==> src/rtl/cim_gemv_engine.sv <==
// cim_gemv_engine: sequenced CIM matrix-vector engine, LANES MACs per word.
// Optional macro CIM_REQUANT_EN: round, shift and saturate results to DATA_WIDTH.
module cim_gemv_engine #(
  parameter int LANES      = 4,
  parameter int DATA_WIDTH = 8,
  parameter int ACC_WIDTH  = 32,
  parameter int ADDR_WIDTH = 17,
  parameter int DIM_WIDTH  = 16
) (
  input  logic                        clk,
  input  logic                        rst,
  input  logic                        start,
  input  logic                        abort,
  input  logic [DIM_WIDTH-1:0]        dim_n,
  input  logic [DIM_WIDTH-1:0]        dim_k,
  input  logic [ADDR_WIDTH-1:0]       input_addr,
  input  logic [ADDR_WIDTH-1:0]       weight_addr,
  input  logic [ADDR_WIDTH-1:0]       output_addr,
  input  logic [4:0]                  cfg_shift,
  output logic                        mem_en,
  output logic [ADDR_WIDTH-1:0]       mem_addr,
  input  logic [LANES*DATA_WIDTH-1:0] mem_rdata,
  output logic                        out_valid,
  input  logic                        out_ready,
  output logic [ADDR_WIDTH-1:0]       out_addr,
  output logic [ACC_WIDTH-1:0]        out_data,
  output logic                        busy,
  output logic                        done,
  output logic                        err,
  output logic                        irq,
  input  logic                        irq_clr
);

  localparam int DW = DATA_WIDTH;
  localparam int LW = LANES * DATA_WIDTH;
  localparam int IW = DIM_WIDTH + $clog2(LANES) + 1;

  typedef enum logic [2:0] {
    S_IDLE,
    S_RD_X,
    S_RD_W,
    S_MAC,
    S_WR,
    S_FIN
  } state_t;

  state_t                state_q, state_d;
  logic [DIM_WIDTH-1:0]  n_q, n_d;
  logic [DIM_WIDTH-1:0]  kw_q, kw_d;
  logic [DIM_WIDTH-1:0]  dimn_q, dimn_d;
  logic [DIM_WIDTH-1:0]  dimk_q, dimk_d;
  logic [DIM_WIDTH-1:0]  wpr_q, wpr_d;
  logic [ADDR_WIDTH-1:0] xbase_q, xbase_d;
  logic [ADDR_WIDTH-1:0] rbase_q, rbase_d;
  logic [ADDR_WIDTH-1:0] obase_q, obase_d;
  logic [ACC_WIDTH-1:0]  acc_q, acc_d;
  logic [LW-1:0]         xreg_q, xreg_d;
  logic                  errf_q, errf_d;
  logic                  irq_q, irq_d;

  logic [DIM_WIDTH-1:0]  wpr_c;
  logic [ACC_WIDTH-1:0]  lane_p [LANES];
  logic [ACC_WIDTH-1:0]  mac_sum;
  logic [ACC_WIDTH-1:0]  res_c;

  // words per row: ceil(K / LANES), no multiplier needed later
  assign wpr_c = DIM_WIDTH'(({1'b0, dim_k} + (DIM_WIDTH+1)'(LANES - 1))
                 / (DIM_WIDTH+1)'(LANES));

  for (genvar l = 0; l < LANES; l++) begin : g_lane
    logic signed [DW-1:0]   xa;
    logic signed [DW-1:0]   wa;
    logic signed [2*DW-1:0] pr;
    logic [IW-1:0]          idx;
    logic                   on;
    assign xa  = xreg_q[l*DW +: DW];
    assign wa  = mem_rdata[l*DW +: DW];
    assign pr  = xa * wa;
    assign idx = IW'(kw_q) * IW'(LANES) + IW'(l);
    assign on  = idx < IW'(dimk_q);
    assign lane_p[l] = on ? ACC_WIDTH'(pr) : '0;
  end

  // adder tree over the lane products of the current word
  always_comb begin
    mac_sum = '0;
    for (int i = 0; i < LANES; i++) begin
      mac_sum = mac_sum + lane_p[i];
    end
  end

`ifdef CIM_REQUANT_EN
  localparam logic signed [ACC_WIDTH:0] RQ_MAX =
    (ACC_WIDTH+1)'((2 ** (DW - 1)) - 1);
  localparam logic signed [ACC_WIDTH:0] RQ_MIN =
    -RQ_MAX - (ACC_WIDTH+1)'(1);

  logic [4:0]                shift_q, shift_d;
  logic signed [ACC_WIDTH:0] rq_rnd;
  logic signed [ACC_WIDTH:0] rq_sum;
  logic signed [ACC_WIDTH:0] rq_sh;

  // round half up, arithmetic shift, clamp to signed DW range
  always_comb begin
    rq_rnd = '0;
    if (shift_q != 5'd0) begin
      rq_rnd = (ACC_WIDTH+1)'(1) << (shift_q - 5'd1);
    end
    rq_sum = (ACC_WIDTH+1)'(signed'(acc_q)) + rq_rnd;
    rq_sh  = rq_sum >>> shift_q;
    if (rq_sh > RQ_MAX) begin
      res_c = ACC_WIDTH'(RQ_MAX);
    end else if (rq_sh < RQ_MIN) begin
      res_c = ACC_WIDTH'(RQ_MIN);
    end else begin
      res_c = ACC_WIDTH'(rq_sh);
    end
  end

  // shift amount is part of the job configuration
  always_ff @(posedge clk or posedge rst) begin
    if (rst) shift_q <= '0;
    else     shift_q <= shift_d;
  end

  assign shift_d = (state_q == S_IDLE && start && !abort) ? cfg_shift
                                                          : shift_q;
`else
  logic unused_shift;
  assign unused_shift = ^cfg_shift;
  assign res_c = acc_q;
`endif

  assign out_data = res_c;
  assign out_addr = obase_q + ADDR_WIDTH'(n_q);
  assign irq      = irq_q | done;

  // next-state and output decode for the job sequencer
  always_comb begin
    state_d   = state_q;
    n_d       = n_q;
    kw_d      = kw_q;
    dimn_d    = dimn_q;
    dimk_d    = dimk_q;
    wpr_d     = wpr_q;
    xbase_d   = xbase_q;
    rbase_d   = rbase_q;
    obase_d   = obase_q;
    acc_d     = acc_q;
    xreg_d    = xreg_q;
    errf_d    = errf_q;
    irq_d     = irq_q;
    mem_en    = 1'b0;
    mem_addr  = '0;
    out_valid = 1'b0;
    busy      = (state_q != S_IDLE);
    done      = 1'b0;
    err       = 1'b0;
    unique case (state_q)
      S_IDLE: begin
        if (start) begin
          dimn_d  = dim_n;
          dimk_d  = dim_k;
          wpr_d   = wpr_c;
          xbase_d = input_addr;
          rbase_d = weight_addr;
          obase_d = output_addr;
          kw_d    = '0;
          n_d     = '0;
          acc_d   = '0;
          if (dim_n == '0 || dim_k == '0) begin
            errf_d  = 1'b1;
            state_d = S_FIN;
          end else begin
            errf_d  = 1'b0;
            state_d = S_RD_X;
          end
        end
      end
      S_RD_X: begin
        mem_en   = 1'b1;
        mem_addr = xbase_q + ADDR_WIDTH'(kw_q);
        state_d  = S_RD_W;
      end
      S_RD_W: begin
        mem_en   = 1'b1;
        mem_addr = rbase_q + ADDR_WIDTH'(kw_q);
        xreg_d   = mem_rdata;
        state_d  = S_MAC;
      end
      S_MAC: begin
        acc_d = acc_q + mac_sum;
        if (kw_q == wpr_q - DIM_WIDTH'(1)) begin
          state_d = S_WR;
        end else begin
          kw_d    = kw_q + DIM_WIDTH'(1);
          state_d = S_RD_X;
        end
      end
      S_WR: begin
        out_valid = 1'b1;
        if (out_ready) begin
          acc_d   = '0;
          kw_d    = '0;
          rbase_d = rbase_q + ADDR_WIDTH'(wpr_q);
          if (n_q == dimn_q - DIM_WIDTH'(1)) begin
            state_d = S_FIN;
          end else begin
            n_d     = n_q + DIM_WIDTH'(1);
            state_d = S_RD_X;
          end
        end
      end
      S_FIN: begin
        done    = 1'b1;
        err     = errf_q;
        state_d = S_IDLE;
      end
      default: state_d = S_IDLE;
    endcase
    if (state_q == S_FIN) begin
      irq_d = 1'b1;
    end else if (irq_clr) begin
      irq_d = 1'b0;
    end
    if (abort) begin
      state_d = S_IDLE;
    end
  end

  // sequencer and datapath registers
  always_ff @(posedge clk or posedge rst) begin
    if (rst) begin
      state_q <= S_IDLE;
      n_q     <= '0;
      kw_q    <= '0;
      dimn_q  <= '0;
      dimk_q  <= '0;
      wpr_q   <= '0;
      xbase_q <= '0;
      rbase_q <= '0;
      obase_q <= '0;
      acc_q   <= '0;
      xreg_q  <= '0;
      errf_q  <= 1'b0;
      irq_q   <= 1'b0;
    end else begin
      state_q <= state_d;
      n_q     <= n_d;
      kw_q    <= kw_d;
      dimn_q  <= dimn_d;
      dimk_q  <= dimk_d;
      wpr_q   <= wpr_d;
      xbase_q <= xbase_d;
      rbase_q <= rbase_d;
      obase_q <= obase_d;
      acc_q   <= acc_d;
      xreg_q  <= xreg_d;
      errf_q  <= errf_d;
      irq_q   <= irq_d;
    end
  end

endmodule

==> config.mk <==
export PLATFORM = sky130hd
export DESIGN_NAME = cim_gemv_engine
export DESIGN_NICKNAME = d
export VERILOG_FILES = /design/src/rtl/cim_gemv_engine.sv
export SDC_FILE = /design/constraint.sdc
export NUM_CORES = 2
export LEC_CHECK = 0
export ABC_AREA = 1
export CAP_MARGIN = 20
export CORE_ASPECT_RATIO = 0.9
export CORE_MARGIN = 8
export CORE_UTILIZATION = 35
export DETAILED_ROUTE_END_ITERATION = 8
export GPL_ROUTABILITY_DRIVEN = 0
export SYNTH_ARGS = -nofsm -noshare
export SYNTH_HDL_FRONTEND = slang
export SYNTH_SLANG_ARGS = --single-unit
==> constraint.sdc <==
create_clock -name clk -period 7.8 [get_ports clk]
set_clock_uncertainty 0.2 [all_clocks]
set_input_delay 1.17 -clock clk [delete_from_list [all_inputs] [get_ports clk]]
set_output_delay 1.17 -clock clk [all_outputs]
set_load 0.03 [all_outputs]
==> flow_summary_export.csv <==
group,metric,value,unit
cells_and_area,fin_util,0.446,
global_routing,antenna_found_initial,3,
critical_path,r2r-start,"xreg_q[21]",
synth,synth.top_cell.area_share,0.220,
run_status,status,"complete, but fails checks",
job,drv_cap,0,
synth,async_flop_share,1.00,
synth,synth-edff-count,0,
critical_path,critPathLaunch,"mem_rdata[18]",
synth,syn_inst,3672,
global_routing,grt_max_degree,77,
critical_path,start_kind,"primary input",
global_routing,grt_pass1_wl,124000,microns
floorplanning,die_w,310,microns
synth,synth_flop_cell,"dfrtp_1",
critical_path,r2r_cells,44,
cts,root_buffer,"clkbuf_16",
timing,worst_pin_slew,987,ps
synth,yosys.area.top_type,"fa_1",
critical_path,worstPathMaxFanout,4,
timing,setup_viol,15,
floorplanning,core_area,77400,sq um
floorplanning,rows,97,
hold_path,hp-class,"reg2reg",
hold_path,hold_path_end,"xbase_q[5]",
timing,fin_ws,-321,ps
cts,clock_path_buffers,2,
global_routing,grt_util_met2,0.294,
synth,ys_ff_latch,199,
timing,rsz0062_at_grt,"yes",
critical_path,criticalPathCategory,"in2reg",
critical_path,required,8010,ps
critical_path,path_delay_family,"adder cells",
drt,drt-initial-drc-count,1382,
cts,htreeDepth,4,
synth,ys_warn_count,0,
cells_and_area,fin_nets,4785,
hold_path,hold_depth,2,
timing,finalCritPeriodShare,1.04,
drt,firstDrtPassIters,5,
critical_path,worstPathArrival,8330,ps
cts,clk_pin_slew,90,ps
critical_path,ff2ff_setup_slack,-120,ps
timing,slew_violations,0,
drt,avgViaCountPerCell,4.64,
synth,synth_area_leaders,"fa_1, dfrtp_1, nand2_1",
critical_path,crit_buf_inv,14,
synth,synth_area,27200,sq um
global_routing,busiest_layer,"met2",
floorplanning,die-area,87000,sq um
cts,cts_tree,"built",
timing,slew_headroom,0.341,
synth,avgSynthCellArea,7.42,sq um
run_status,violations,"setup timing",
global_routing,grt_use_met3,0.0305,
synth,synth_cell_type_count,61,
global_routing,grt_pass1_vias,23800,
drt,drt-total-wl,76000,microns
hold_path,hold_start,"xbase_q[5]",
floorplanning,die_y,281,microns
critical_path,timing.rr.end,"out_data[20]",
global_routing,met1_usage,0.242,
critical_path,crit_path_end_kind,"flop",
drt,drc,0,
drt,ant_nets,0,
floorplanning,io_pins,198,
timing,fmax,123,MHz
global_routing,track_usage,0.178,
cts,cts_buffers,17,
cells_and_area,drive_gt1_frac,0.178,
timing,period_minus_slack,8120,ps
critical_path,slowest_stage,"fa_1",
placed_design,dpl.hpwl,61000,microns
floorplanning,initial_core_util,0.352,
synth,ys_seq_area_frac,0.183,
cts,clk_latency,520,ps
drt,wire_per_inst,14.7,microns
synth,syn_nets,4327,
drt,via_count,24000,
cts,cts-hold-fix-buffers,0,
critical_path,max_stage_delay,540,ps
cts,cts_num_sinks,199,
placed_design,numPortBuffers,192,
cells_and_area,syn_to_final_growth,26.8,%
global_routing,overflow,0,
timing,hold_viol_final,0,
## layer usage
layer | share of wire | vias up
met2 | 0.47 | 419
li1 | - | 12100
met5 | 0 | -
met4 | 0.020 | 0
met1 | 0.47 | 11400
met3 | 0.045 | 65
## repair_timing
item,CTS,global route
pin swaps,96,79
gates resized for setup,206,152
endpoints found under the setup margin,23,23
buffers inserted,20,31
## Yosys cell counts, drive strengths merged (4+ instances only)
cell type / instances
o211ai: 10
o21bai: 20
nand3b: 8
or2: 34
xor2: 97
o21ai: 225
a31oi: 8
a21o: 7
nand4: 23
nor2: 211
fa: 299
nor3b: 4
inv: 866
buf: 14
dfrtp: 199
o21a: 10
nand2: 869
nor3: 35
o22ai: 13
mux2: 26
a21oi: 161
nand3: 130
a21boi: 4
ha: 230
clkinv: 4
o31ai: 5
nor4: 13
xnor2: 26
clkbuf: 98
## area by class of cell
cell class	count	area [sq um]
diodes	3	7.51
clock buffers	17	425
clock inverters	15	235
fillers	7820	42900
inverters	870	3280
multi-input cells	2491	19600
flip-flops and latches	199	4980
well taps	1039	1300
repair buffers	551	4700
## worst max path at each step
stage	depth (start not counted)	to	slack, ps
finish	45	out_data[20]	-320
global route	42	out_data[28]	-650
CTS	44	out_data[28]	-150
detailed placement	38	out_data[31]	-1410
global placement	38	out_data[31]	-1330
floorplan	44	out_data[28]	-500
## kinds of logic after synthesis
group | Yosys count | share of synthesized area
muxes | 26 | 0.0108
buffers and inverters | 982 | 0.137
AOI/OAI and AO/OA | 481 | 0.0985
xor gates and xnor gates | 123 | 0.0398
DFF | 199 | 0.183
and+or+nand+nor | 1332 | 0.205
adders and majority gates | 529 | 0.325
## worst reg2reg max path, delay by kind of cell (launching register included)
family / cells / cell delay, ps
adder cells (fa/ha/maj): 9 / 4040
flip-flops: 1 / 500
AND/OR/NAND/NOR: 15 / 1160
buffers and inverters: 13 / 920
AO/OA/AOI/OAI: 7 / 1000
## registers in the layout, summed over array words and instances, names as in the netlist
| name | count |
|---|---|
| dimk_q | 16 |
| dimn_q | 16 |
| errf_q | 1 |
| irq_q | 1 |
| kw_q | 16 |
| n_q | 16 |
| obase_q | 17 |
| out_data | 32 |
| rbase_q | 17 |
| state_q | 3 |
| wpr_q | 15 |
| xbase_q | 17 |
| xreg_q | 32 |
## stage by stage
stage	instances	TNS, ps	setup WS [ps]	hold WS [ps]	area [sq um]
2_1_floorplan	3672	-4350	-503	236	27400
3_3_place_gp	5101	-25550	-1330	256	32500
3_5_place_dp	5101	-26880	-1410	259	32500
4_1_cts	5152	-928	-152	282	33700
5_1_grt	5185	-9200	-646	312	34500
6_report	5185	-3150	-321	277	34500
## layout by cell type, fill, tap and decap left out, types with 26 or more instances in the layout
cell type,synthesis,layout
buf_4,1,340
ha_4,0,29
a21oi_2,0,27
mux2_2,26,26
inv_2,11,35
ha_1,230,195
fa_1,299,288
o21ai_1,17,48
nor3_1,32,26
o21ai_0,198,158
nor2_1,198,179
nand2_2,8,48
inv_1,855,828
dfrtp_1,199,199
clkdlybuf4s50_1,0,168
or2_2,32,32
a21oi_1,161,130
nand2_1,861,810
xor2_1,96,95
nand3_1,125,113
Power is left out: the tool's default activity adds up to more than one toggle a clock period on the data nets, which glitch-free logic cannot reach.
